$ cat config.mk
export PLATFORM = sky130hd
export DESIGN_NAME = serial_word_pipe_flat
export DESIGN_NICKNAME = d
export VERILOG_FILES = /design/src/rtl/serial_word_pipe_pkg.sv /design/src/rtl/serial_word_pipe_if.sv /design/src/rtl/serial_word_pipe_word_fifo.sv /design/src/rtl/serial_word_pipe.sv /design/src/flat_wrapper.sv
export SDC_FILE = /design/constraint.sdc
export NUM_CORES = 1
export LEC_CHECK = 0
export BUFFER_PORTS_ARGS = -buffer_cell sky130_fd_sc_hd__buf_2
export CAP_MARGIN = 20
export CORE_UTILIZATION = 58
export DETAILED_ROUTE_END_ITERATION = 10
export PLACE_DENSITY = 0.82
export SLEW_MARGIN = 20
export SYNTH_ARGS = -nofsm -noshare
export SYNTH_HDL_FRONTEND = slang
export SYNTH_SLANG_ARGS = --single-unit
$ cat constraint.sdc
create_clock -name fastClk -period 3.7 [get_ports fastClk]
set_input_delay 0.185 -clock fastClk [delete_from_list [all_inputs] [get_ports fastClk]]
set_output_delay 0.185 -clock fastClk [all_outputs]
set_load 0.02 [all_outputs]
$ cat src/rtl/serial_word_pipe_pkg.sv
// serial_word_pipe_pkg
//   Shared types and helpers for the serial word pipeline:
//   - mode_e     : decode mode latched with each word (pass-through / Gray)
//   - gray2bin   : Gray-to-binary conversion for any width up to 64 bits
//   - log2_ceil  : ceiling log2, used to size FIFO pointers
package serial_word_pipe_pkg;

  typedef enum logic {
    MODE_PASS = 1'b0,
    MODE_GRAY = 1'b1
  } mode_e;

  localparam int unsigned FIFO_DEPTH_DEFAULT = 32'd4;

  function automatic int unsigned log2_ceil(input int unsigned value);
    int unsigned result;
    result = 32'd0;
    for (int i = 0; i < 32; i++) begin
      if ((64'd1 << i) < 64'(value)) begin
        result = 32'(i + 1);
      end else begin
        result = result;
      end
    end
    return result;
  endfunction

  localparam int unsigned FIFO_PTR_W_DEFAULT = log2_ceil(FIFO_DEPTH_DEFAULT);

  // Bits above 'width' are masked off first, so the 64-bit ripple from the
  // top yields exactly b[w-1]=g[w-1], b[i]=b[i+1]^g[i] for the live bits.
  function automatic logic [63:0] gray2bin(input logic [63:0] gray, input int unsigned width);
    logic [63:0] masked;
    logic [63:0] bin;
    if (width >= 32'd64) begin
      masked = gray;
    end else begin
      masked = gray & ((64'd1 << width) - 64'd1);
    end
    bin     = 64'd0;
    bin[63] = masked[63];
    for (int i = 62; i >= 0; i--) begin
      bin[i] = bin[i+1] ^ masked[i];
    end
    return bin;
  endfunction

endpackage

$ cat src/rtl/serial_word_pipe_if.sv
// serial_word_pipe_if
//   Bundles the serial input stream, the per-word controls and the result
//   stream of serial_word_pipe.
//   master : producer/consumer side (drives dataIn, dataInValid, control,
//            coef, dataOutReady; observes results and status)
//   slave  : the pipeline itself
interface serial_word_pipe_if #(
  parameter int DATA_WIDTH = 4,
  parameter int CNT_WIDTH  = 16
);
  logic                    dataIn;
  logic                    dataInValid;
  logic                    control;
  logic [DATA_WIDTH-1:0]   coef;
  logic [2*DATA_WIDTH-1:0] dataOut;
  logic                    dataOutValid;
  logic                    dataOutReady;
  logic                    overflow;
  logic [CNT_WIDTH-1:0]    wordCount;

  modport master (
    output dataIn, dataInValid, control, coef, dataOutReady,
    input  dataOut, dataOutValid, overflow, wordCount
  );

  modport slave (
    input  dataIn, dataInValid, control, coef, dataOutReady,
    output dataOut, dataOutValid, overflow, wordCount
  );
endinterface

$ cat src/rtl/serial_word_pipe_word_fifo.sv
// word_fifo
//   Synchronous FIFO, DEPTH entries (power of two) of WIDTH bits.
//   Ports: clk, reset (sync, active-high), push/din, pop/dout, full, empty.
//   A pop on an empty FIFO is ignored; a push on a full FIFO is accepted only
//   when a pop happens in the same cycle. dout reads 0 while empty.
module word_fifo
  import serial_word_pipe_pkg::*;
#(
  parameter int WIDTH = 8,
  parameter int DEPTH = 4
) (
  input  logic             clk,
  input  logic             reset,
  input  logic             push,
  input  logic             pop,
  input  logic [WIDTH-1:0] din,
  output logic [WIDTH-1:0] dout,
  output logic             full,
  output logic             empty
);
  localparam int PTR_W = int'(log2_ceil(32'(DEPTH)));

  logic [WIDTH-1:0] mem [DEPTH];
  logic [PTR_W-1:0] wr_ptr;
  logic [PTR_W-1:0] rd_ptr;
  logic [PTR_W:0]   count;
  logic             do_push;
  logic             do_pop;

  // Status flags, accepted operations and head read-out.
  always_comb begin
    full    = (count == (PTR_W+1)'(DEPTH));
    empty   = (count == (PTR_W+1)'(0));
    do_pop  = pop && !empty;
    do_push = push && (!full || do_pop);
    dout    = empty ? WIDTH'(0) : mem[rd_ptr];
  end

  // Storage, pointers and occupancy; pointers wrap naturally (DEPTH = 2^PTR_W).
  always_ff @(posedge clk) begin
    if (reset) begin
      wr_ptr <= PTR_W'(0);
      rd_ptr <= PTR_W'(0);
      count  <= (PTR_W+1)'(0);
      for (int i = 0; i < DEPTH; i++) begin
        mem[i] <= WIDTH'(0);
      end
    end else begin
      if (do_push) begin
        mem[wr_ptr] <= din;
        wr_ptr      <= wr_ptr + PTR_W'(1);
      end
      if (do_pop) begin
        rd_ptr <= rd_ptr + PTR_W'(1);
      end
      case ({do_push, do_pop})
        2'b10:   count <= count + (PTR_W+1)'(1);
        2'b01:   count <= count - (PTR_W+1)'(1);
        default: count <= count;
      endcase
    end
  end
endmodule

$ cat src/rtl/serial_word_pipe.sv
// serial_word_pipe
//   Shifts a serial bit stream (MSB first) into DATA_WIDTH-bit words, then
//   runs each word through sync -> decode -> multiply stages and buffers the
//   2*DATA_WIDTH-bit products in an output FIFO with valid/ready handshake.
//   Ports: fastClk (sole clock), reset (sync, active-high),
//          bus (slave side of serial_word_pipe_if: serial input, control,
//          coef, dataOut/dataOutValid/dataOutReady, overflow, wordCount).
module serial_word_pipe
  import serial_word_pipe_pkg::*;
#(
  parameter int DATA_WIDTH = 4,
  parameter int FIFO_DEPTH = int'(FIFO_DEPTH_DEFAULT),
  parameter int CNT_WIDTH  = 16
) (
  input logic               fastClk,
  input logic               reset,
  serial_word_pipe_if.slave bus
);
  localparam int BCW = int'(log2_ceil(32'(DATA_WIDTH)));
  localparam int PW  = 2 * DATA_WIDTH;

  logic [DATA_WIDTH-1:0] shift_reg;
  logic [BCW-1:0]        bit_cnt;
  logic                  last_bit;
  logic [DATA_WIDTH-1:0] word_next;
  logic                  sync_valid;
  logic [DATA_WIDTH-1:0] sync_data;
  mode_e                 sync_mode;
  logic                  dec_valid;
  logic [DATA_WIDTH-1:0] dec_data;
  logic [DATA_WIDTH-1:0] dec_next;
  logic                  mul_valid;
  logic [PW-1:0]         mul_data;
  logic                  fifo_full;
  logic                  fifo_empty;
  logic                  fifo_pop;
  logic [PW-1:0]         fifo_dout;
  logic                  overflow;
  logic [CNT_WIDTH-1:0]  word_count;

  // Word assembly, last-bit detection, decode mux and effective pop.
  always_comb begin
    word_next = {shift_reg[DATA_WIDTH-2:0], bus.dataIn};
    last_bit  = bus.dataInValid && (bit_cnt == BCW'(DATA_WIDTH - 1));
    dec_next  = (sync_mode == MODE_GRAY)
              ? DATA_WIDTH'(gray2bin(64'(sync_data), 32'(DATA_WIDTH)))
              : sync_data;
    fifo_pop  = bus.dataOutReady && !fifo_empty;
  end

  // Shifter: only valid bits move the register and the bit counter.
  always_ff @(posedge fastClk) begin
    if (reset) begin
      shift_reg <= DATA_WIDTH'(0);
      bit_cnt   <= BCW'(0);
    end else if (bus.dataInValid) begin
      shift_reg <= word_next;
      bit_cnt   <= last_bit ? BCW'(0) : bit_cnt + BCW'(1);
    end else begin
      shift_reg <= shift_reg;
      bit_cnt   <= bit_cnt;
    end
  end

  // Sync stage and word counter: capture the word and its mode on the last-bit edge.
  always_ff @(posedge fastClk) begin
    if (reset) begin
      sync_valid <= 1'b0;
      sync_data  <= DATA_WIDTH'(0);
      sync_mode  <= MODE_PASS;
      word_count <= CNT_WIDTH'(0);
    end else begin
      sync_valid <= last_bit;
      if (last_bit) begin
        sync_data  <= word_next;
        sync_mode  <= mode_e'(bus.control);
        word_count <= word_count + CNT_WIDTH'(1);
      end
    end
  end

  // Decode and multiply stages; coef is sampled when the decoded word moves on.
  always_ff @(posedge fastClk) begin
    if (reset) begin
      dec_valid <= 1'b0;
      dec_data  <= DATA_WIDTH'(0);
      mul_valid <= 1'b0;
      mul_data  <= PW'(0);
    end else begin
      dec_valid <= sync_valid;
      mul_valid <= dec_valid;
      if (sync_valid) begin
        dec_data <= dec_next;
      end
      if (dec_valid) begin
        mul_data <= PW'(dec_data) * PW'(bus.coef);
      end
    end
  end

  // Sticky overflow: a product arrives at a full FIFO that is not popping.
  always_ff @(posedge fastClk) begin
    if (reset) begin
      overflow <= 1'b0;
    end else if (mul_valid && fifo_full && !fifo_pop) begin
      overflow <= 1'b1;
    end else begin
      overflow <= overflow;
    end
  end

  word_fifo #(
    .WIDTH (PW),
    .DEPTH (FIFO_DEPTH)
  ) u_fifo (
    .clk   (fastClk),
    .reset (reset),
    .push  (mul_valid),
    .pop   (fifo_pop),
    .din   (mul_data),
    .dout  (fifo_dout),
    .full  (fifo_full),
    .empty (fifo_empty)
  );

  assign bus.dataOut      = fifo_dout;
  assign bus.dataOutValid = !fifo_empty;
  assign bus.overflow     = overflow;
  assign bus.wordCount    = word_count;
endmodule
$ cat src/flat_wrapper.sv
// flat-port wrapper written by rule: the top's interface ports become plain ports
module serial_word_pipe_flat import serial_word_pipe_pkg::*;
#(
  parameter int DATA_WIDTH = 4,
  parameter int FIFO_DEPTH = int'(FIFO_DEPTH_DEFAULT),
  parameter int CNT_WIDTH  = 16
)
  (fastClk, reset, bus_dataIn, bus_dataInValid, bus_control, bus_coef, bus_dataOutReady, bus_dataOut, bus_dataOutValid, bus_overflow, bus_wordCount);
  serial_word_pipe_if #(.DATA_WIDTH(DATA_WIDTH), .CNT_WIDTH(CNT_WIDTH)) bus_i ();
  input logic fastClk;
  input logic reset;
  input wire logic [$bits(bus_i.dataIn)-1:0] bus_dataIn;
  input wire logic [$bits(bus_i.dataInValid)-1:0] bus_dataInValid;
  input wire logic [$bits(bus_i.control)-1:0] bus_control;
  input wire logic [$bits(bus_i.coef)-1:0] bus_coef;
  input wire logic [$bits(bus_i.dataOutReady)-1:0] bus_dataOutReady;
  output wire logic [$bits(bus_i.dataOut)-1:0] bus_dataOut;
  output wire logic [$bits(bus_i.dataOutValid)-1:0] bus_dataOutValid;
  output wire logic [$bits(bus_i.overflow)-1:0] bus_overflow;
  output wire logic [$bits(bus_i.wordCount)-1:0] bus_wordCount;
  assign bus_i.dataIn = bus_dataIn;
  assign bus_i.dataInValid = bus_dataInValid;
  assign bus_i.control = bus_control;
  assign bus_i.coef = bus_coef;
  assign bus_i.dataOutReady = bus_dataOutReady;
  assign bus_dataOut = bus_i.dataOut;
  assign bus_dataOutValid = bus_i.dataOutValid;
  assign bus_overflow = bus_i.overflow;
  assign bus_wordCount = bus_i.wordCount;
  serial_word_pipe #(.DATA_WIDTH(DATA_WIDTH), .FIFO_DEPTH(FIFO_DEPTH), .CNT_WIDTH(CNT_WIDTH)) u_core (.fastClk(fastClk), .reset(reset), .bus(bus_i));
endmodule
# Word level (Yosys, flattened, before mapping)
# Memories as Yosys holds them, arrays and structs flattened. A register that Yosys moved wholly into a read port is not among the register bits.
# Cells that the tools add are included.
totals:
  ramBits: 32
  word_cells: 56
  mem_count: 1
  output_inout_bits: 26
  ff_bits: 49
  inputBits: 10
mem_list:
  columns: ["name", "depth", "width", "rd", "rd_clocked_by_memory_dff", "write_ports", "line_no", "rtl"]
  rows:
  - ["u_core.u_fifo.mem", 4, 8, 1, 1, 4, "serial_word_pipe_word_fifo.sv:23", "logic [WIDTH-1:0] mem [DEPTH];"]
classes:
  n_mux: 14
  n_mul: 1
  addsub: 6
  n_bitwise: 3
  eq_ne: 4
  reduce_logical: 13
ops:
  columns: ["operator", "count"]
  rows:
  - ["$add 16x1->16 const B", 1]
  - ["$mux 8", 2]
  - ["$mul 4x4->8", 1]
  - ["$mux 2", 4]
  - ["$reduce_or 8->1", 1]
  - ["$add 2x1->2 const B", 3]
  - ["$logic_and 1x1->1", 6]
  - ["$mux 1", 6]
  - ["$pmux 3 s2", 1]
  - ["$eq 2x2->1 const B", 2]
  - ["$add 3x1->3 const B", 1]
  - ["$eq 3x3->1 const B", 1]
  - ["$logic_not 1->1", 3]
  - ["$logic_not 3->1", 1]
  - ["$mux 3", 1]
  - ["$sub 3x1->3 const B", 1]
  - ["$xor 1x1->1", 3]
  - ["$eq 2x1->1 const B", 1]
  - ["$reduce_bool 2->1", 1]
  - ["$logic_or 1x1->1", 1]

# Logic depth before layout (Yosys ltp)
logic_depth:
  depth_word: 11
  ltp_mapped: 9
  mapped_depth_nobuf: 9

# Modules after synthesis
# A second synthesis with hierarchy kept.
unflattened:
  hier_cells: 386
  area_unflattened_um2: 4091.4
modules_own_cells:
  columns: ["mod", "cells_per_inst", "area_per_inst_um2", "instances", "seq_area_each_um2"]
  rows:
  - ["serial_word_pipe", 246, 2184.6, 1, 840.8]
  - ["word_fifo", 140, 1906.8, 1, 1141.1]

# Worst setup path before layout
# OpenSTA, ideal clock, no wires.
synth_timing:
  path_type: "flip-flop to flip-flop"
  start: "reg u_core.dec_data[0]"
  end: "reg u_core.mul_data[6]"
  setup_time_ns: 0.120
  slack_ns: 0.972
  synth_period_minus_slack_ns: 2.728
  required_ns: 3.580
  t_arrival_ns: 2.608
  path_stages_with_launch: 10
  n_path_buf: 0
  path_cell_list: "dfxtp_1 nand2_1 fa_1 inv_1 fa_1 fa_1 a21o_1 a21oi_1 nor4b_1 a211o_1"
synth_via:
  elab_chain_len: 1
synth_lines:
  columns: ["item", "line_no", "rtl"]
  rows:
  - ["from (decl)", "serial_word_pipe.sv:30", "logic [DATA_WIDTH-1:0] dec_data;"]
  - ["from (signal assigned)", "serial_word_pipe.sv:93", "dec_data <= dec_next;"]
  - ["$mul 4x4->8", "serial_word_pipe.sv:96", "mul_data <= PW'(dec_data) * PW'(bus.coef);"]
  - ["to (signal assigned)", "serial_word_pipe.sv:96", null]
  - ["to (decl)", "serial_word_pipe.sv:33", "logic [PW-1:0] mul_data;"]
# Every way passes these cells.
# A chain may end at the register's enable or synchronous reset.

# Worst setup path in the final report
layout_timing:
  start: "reg u_core.dec_data[0]"
  end: "reg u_core.mul_data[7]"
# Same word-level chain as after synthesis.

==> impl_results.html <==
<table>
<tr><th>Metric</th><th>Value</th></tr>
<tr><th colspan="2">Outcome</th></tr>
<tr><td>Run status</td><td>finished, final reports clean</td></tr>
<tr><th colspan="2">CTS</th></tr>
<tr><td>Number of buffers on the longest clock path</td><td>2</td></tr>
<tr><td>CTS clock-pin slew for the worst setup and hold paths</td><td>0.08 ns</td></tr>
<tr><td>Clock latency of the later-clocked register in the worst-skew pair</td><td>0.34 ns</td></tr>
<tr><td>Cts hold-fix bufs</td><td>0</td></tr>
<tr><td>Number of setup buffers added after CTS</td><td>0</td></tr>
<tr><td>Number of levels in the clock H-tree</td><td>3</td></tr>
<tr><td>Number of sinks on the clock net</td><td>83</td></tr>
<tr><td>TritonCTS clock tree</td><td>built</td></tr>
<tr><td>Buffer cell driving the clock tree root</td><td>clkbuf_8</td></tr>
<tr><td>Post-cts gate resize count</td><td>0</td></tr>
<tr><td>Number of buffers created by CTS</td><td>9</td></tr>
<tr><th colspan="2">Logic synthesis</th></tr>
<tr><td>Number of flops mapped to enable cells by yosys</td><td>32</td></tr>
<tr><td>Share of the synthesized netlist area taken by xor and xnor gates</td><td>0.0458</td></tr>
<tr><td>Syn Nets</td><td>404</td></tr>
<tr><td>Syn Std Cell Area</td><td>4020 µm²</td></tr>
<tr><td>Warning count from the yosys run</td><td>0</td></tr>
<tr><td>Number of storage elements in the synthesis netlist</td><td>83</td></tr>
<tr><td>Predominant post-synthesis flop cell</td><td>dfxtp_1</td></tr>
<tr><td>Mux share of post-synthesis cell area</td><td>0.0760</td></tr>
<tr><td>Adder and majority cell fraction of the synthesized area</td><td>0.0717</td></tr>
<tr><td>Post-Synthesis Cells</td><td>374</td></tr>
<tr><td>Portion of the post-synthesis area used by sequential elements</td><td>0.494</td></tr>
<tr><td>Synthesized-area fraction occupied by and/or/nand/nor cells</td><td>0.233</td></tr>
<tr><td>Share of async-settable or async-resettable flops after synthesis</td><td>0</td></tr>
<tr><td>Share of the synthesized area in compound gates (AO/OA/AOI/OAI)</td><td>0.0505</td></tr>
<tr><td>Number of unique standard cell types used by synthesis</td><td>46</td></tr>
<tr><td>Mapped Avg Cell Area</td><td>10.7 µm²</td></tr>
<tr><td>Main combinational cell family by area after synthesis</td><td>simple AND/OR/NAND/NOR gates</td></tr>
<tr><th colspan="2">Power and ir drop</th></tr>
<tr><td>Worst supply voltage drop on vdd</td><td>0.389 mV</td></tr>
<tr><td>Power Internal</td><td>0.00149 W</td></tr>
<tr><td>Leak</td><td>1.85 nW</td></tr>
<tr><td>Share of power burned in combinational logic</td><td>0.027</td></tr>
<tr><td>Sequential share of power</td><td>0.520</td></tr>
<tr><td>Power dissipated by switching net loads</td><td>0.000365 W</td></tr>
<tr><td>Power density cells</td><td>413 nW/µm²</td></tr>
<tr><td>Part of the power in the clock network</td><td>0.453</td></tr>
<tr><td>Switching Share</td><td>0.196</td></tr>
<tr><th colspan="2">Routing</th></tr>
<tr><td>Number of DRC violations after detailed routing</td><td>0</td></tr>
<tr><td>Aggregate routed wire length</td><td>7210 µm</td></tr>
<tr><td>Post-detailed-route via-to-cell ratio</td><td>5.62</td></tr>
<tr><td>Drt first pass iters</td><td>4</td></tr>
<tr><td>Wire length per cell</td><td>14.7 µm</td></tr>
<tr><td>Antenna Violating Nets Remaining</td><td>0</td></tr>
<tr><td>Total via count in the routed design</td><td>2752</td></tr>
<tr><td>Drt initial violations</td><td>160</td></tr>
<tr><th colspan="2">Timing</th></tr>
<tr><td>Number of failing hold endpoints at the final stage</td><td>0</td></tr>
<tr><td>Clock Skews</td><td>0.00426 ns</td></tr>
<tr><td>Share of the clock period used by the worst path</td><td>0.801</td></tr>
<tr><td>Worst hold slack</td><td>0.0690 ns</td></tr>
<tr><td>Setup Total Neg Slack</td><td>0 ns</td></tr>
<tr><td>Worst Tran Pin Value</td><td>0.767 ns</td></tr>
<tr><td>Highest clock rate</td><td>337 MHz</td></tr>
<tr><td>Max-slew violation count</td><td>0</td></tr>
<tr><td>RSZ-0062 raised after global routing</td><td>no</td></tr>
<tr><td>Worst relative slew slack</td><td>0.488</td></tr>
<tr><td>Setup violators final</td><td>0</td></tr>
<tr><td>Minimum period implied by the final worst setup slack</td><td>2.96 ns</td></tr>
<tr><th colspan="2">Setup path</th></tr>
<tr><td>Count of cells along the worst register-to-register path</td><td>9</td></tr>
<tr><td>Element type at the critical path end</td><td>register</td></tr>
<tr><td>End of the worst register-to-register path</td><td>u_core.mul_data[7]$_SDFFE_PP0P_</td></tr>
<tr><td>Startpoint-to-endpoint class of the critical path</td><td>reg2reg</td></tr>
<tr><td>Top fanout value on the critical path</td><td>5</td></tr>
<tr><td>Critical Path Start Type</td><td>register</td></tr>
<tr><td>Internal reg-to-reg setup slack</td><td>0.74 ns</td></tr>
<tr><td>Startpoint of the most critical register-to-register path</td><td>u_core.dec_data[0]$_SDFFE_PP0P_</td></tr>
<tr><td>Data arrival time of the critical path</td><td>3.19 ns</td></tr>
<tr><td>Worst EP required</td><td>3.93 ns</td></tr>
<tr><th colspan="2">Cells and area</th></tr>
<tr><td>Ant diodes</td><td>0</td></tr>
<tr><td>Fraction of final layout cells sized beyond drive strength 1</td><td>0.179</td></tr>
<tr><td>Top reg by flops</td><td>u_core.u_fifo.mem</td></tr>
<tr><td>Final core utilization</td><td>0.690</td></tr>
<tr><td>Flip-flop count of the largest register after layout</td><td>32</td></tr>
<tr><td>Relative area change from synthesis to final layout</td><td>12.2%</td></tr>
<tr><td>Design area</td><td>4500 µm²</td></tr>
<tr><td>Number of nets at the end of the flow</td><td>438</td></tr>
<tr><th colspan="2">Place</th></tr>
<tr><td>HPWL after detailed placement</td><td>5000 µm</td></tr>
<tr><td>I/O Buffers</td><td>35</td></tr>
<tr><td>Post-place instance area</td><td>4240 µm²</td></tr>
<tr><td>Routability-driven placement congestion ratio</td><td>0.796</td></tr>
<tr><th colspan="2">Floorplanning</th></tr>
<tr><td>Full die area</td><td>7260 µm²</td></tr>
<tr><td>Core Rows</td><td>29</td></tr>
<tr><td>Starting utilization of the core area</td><td>0.615</td></tr>
<tr><td>X dimension of the die</td><td>85.2 µm</td></tr>
<tr><td>Die Span Y</td><td>85.2 µm</td></tr>
<tr><td>Floorplan Core Area</td><td>6530 µm²</td></tr>
<tr><td>I/O pin total</td><td>36</td></tr>
<tr><th colspan="2">Global route</th></tr>
<tr><td>Initial antenna violation count</td><td>0</td></tr>
<tr><td>Maximum number of pins on one net before global-route repair</td><td>48</td></tr>
<tr><td>First-pass GRT wire length</td><td>12000 µm</td></tr>
<tr><td>Via count of the first global-routing pass</td><td>2568</td></tr>
<tr><td>Remaining global-route overflow</td><td>0</td></tr>
<tr><td>Overall track demand over capacity in global routing</td><td>0.214</td></tr>
<tr><th colspan="2">Hold path</th></tr>
<tr><td>Min-delay src</td><td>bus_control</td></tr>
<tr><td>Classification of the worst-slack hold path</td><td>in2reg</td></tr>
<tr><td>Worst hold stages</td><td>3</td></tr>
<tr><td>Worst Hold Endpoint</td><td>u_core.sync_mode$_SDFFE_PP0P_</td></tr>
<tr><th colspan="2">Flow run</th></tr>
<tr><td>MaxCap Viol Count</td><td>0</td></tr>
</table>
-- layout by cell type (no fill, tap or decap), types with 2 or more instances in the layout --
cell type,Yosys,layout
a211o_1,2,2
a211oi_1,4,4
a21o_1,2,2
a21oi_1,15,15
and2_1,55,55
and3_1,4,4
and4_1,2,2
buf_2,4,35
buf_4,1,4
bufinv_16,0,4
clkbuf_8,0,9
dfxtp_1,51,51
edfxtp_1,32,32
fa_1,5,5
ha_1,15,15
inv_1,11,11
mux2_2,4,4
mux2i_1,8,8
mux4_2,8,8
nand2_1,22,22
nand2b_1,4,4
nand3_1,10,10
nand4_1,7,7
nor2_1,40,40
nor2b_1,6,6
nor3_1,4,4
nor3b_1,3,3
nor4b_1,2,2
o21ai_0,5,4
or3_1,3,3
xnor2_1,6,6
xor2_1,15,15
-- synth_stat cells, types with 2 or more instances --
library cell | instances | area share
mux2i_1 | 8 | 0.020
and3_1 | 4 | 0.0062
nor4b_1 | 2 | 0.0044
mux4_2 | 8 | 0.045
ha_1 | 15 | 0.047
and2_1 | 55 | 0.086
inv_1 | 11 | 0.010
edfxtp_1 | 32 | 0.24
nor3b_1 | 3 | 0.0056
fa_1 | 5 | 0.025
nor2_1 | 40 | 0.037
nand3_1 | 10 | 0.012
buf_2 | 4 | 0.0050
nand2b_1 | 4 | 0.0062
xnor2_1 | 6 | 0.013
nor2b_1 | 6 | 0.0093
a21o_1 | 2 | 0.0037
or3_1 | 3 | 0.0047
and4_1 | 2 | 0.0044
xor2_1 | 15 | 0.033
dfxtp_1 | 51 | 0.25
buf_1 | 7 | 0.0065
a21oi_1 | 15 | 0.019
a211oi_1 | 4 | 0.0075
o21ai_0 | 5 | 0.0062
nand2_1 | 22 | 0.021
nor3_1 | 4 | 0.0050
nand4_1 | 7 | 0.011
clkbuf_1 | 3 | 0.0028
a211o_1 | 2 | 0.0044
mux2_2 | 4 | 0.011
-- power by group through the flow --
stage	registers, W	logic, W	clock network (W)
4_1_cts	0.000968	0.0000499	0.000852
2_1_floorplan	0.000987	0.0000339	0
5_1_grt	0.000969	0.0000543	0.000891
3_5_place_dp	0.000989	0.0000499	0
6_report	0.000967	0.0000496	0.000842
3_3_place_gp	0.000988	0.0000485	0
-- layout make-up --
cell class | count | area (µm²)
Fill cell | 491 | 2030
Clock inverter | 7 | 140
Timing Repair Buffer | 39 | 205
Clock buffer | 9 | 124
Multi-Input combinational cell | 264 | 1920
Sequential cell | 83 | 1980
Inverter | 11 | 41.3
Tap cell | 77 | 96.3
-- worst max-delay path by stage --
stage | startpoint | to | slack [ns] | depth (start not counted)
finish | u_core.dec_data[0]$_SDFFE_PP0P_ | u_core.mul_data[7]$_SDFFE_PP0P_ | 0.74 | 9
global route | u_core.dec_data[0]$_SDFFE_PP0P_ | u_core.mul_data[7]$_SDFFE_PP0P_ | 0.55 | 9
CTS | u_core.dec_data[0]$_SDFFE_PP0P_ | u_core.mul_data[6]$_SDFFE_PP0P_ | 0.77 | 9
detailed placement | u_core.dec_data[0]$_SDFFE_PP0P_ | u_core.mul_data[6]$_SDFFE_PP0P_ | 0.84 | 9
global placement | u_core.dec_data[0]$_SDFFE_PP0P_ | u_core.mul_data[6]$_SDFFE_PP0P_ | 0.90 | 9
floorplan | u_core.dec_data[0]$_SDFFE_PP0P_ | u_core.mul_data[6]$_SDFFE_PP0P_ | 0.97 | 9
-- per-layer routing --
layer | GRT usage | wire length (µm) | up-vias
li1 | - | - | 1364
met1 | 0.277 | 3350 | 1311
met2 | 0.343 | 3470 | 57
met3 | 0.0428 | 236 | 20
met4 | 0.109 | 157 | 0
met5 | 0 | 0 | -
-- critical path: stages, from the launching register on --
cell and delay (ns):
dfxtp_1 0.40, nand2_1 0.11, fa_1 0.57, inv_1 0.07
fa_1 0.53, ha_1 0.33, a21o_1 0.19, a221oi_1 0.36
nand4_1 0.16, o311ai_0 0.12
-- logic make-up (layout without fill, tap and decap cells) --
logic type / after synthesis / count (layout)
AOI/OAI and AO/OA: 33 / 33
xor gates and xnor gates: 21 / 21
adders and majority gates: 20 / 20
buffers and inverters: 27 / 66
DFF: 83 / 83
muxes: 20 / 20
and+or+nand+nor: 170 / 170
-- metrics by stage --
stage | total power (W) | std cells | setup WS, ns
final | 0.00186 | 490 | 0.736
after global routing | 0.00191 | 490 | 0.553
after CTS | 0.00187 | 490 | 0.766
after detailed placement | 0.00104 | 474 | 0.837
after global placement | 0.00104 | 474 | 0.902
after floorplan | 0.00102 | 374 | 0.972
(Power assumes the default switching activity.)
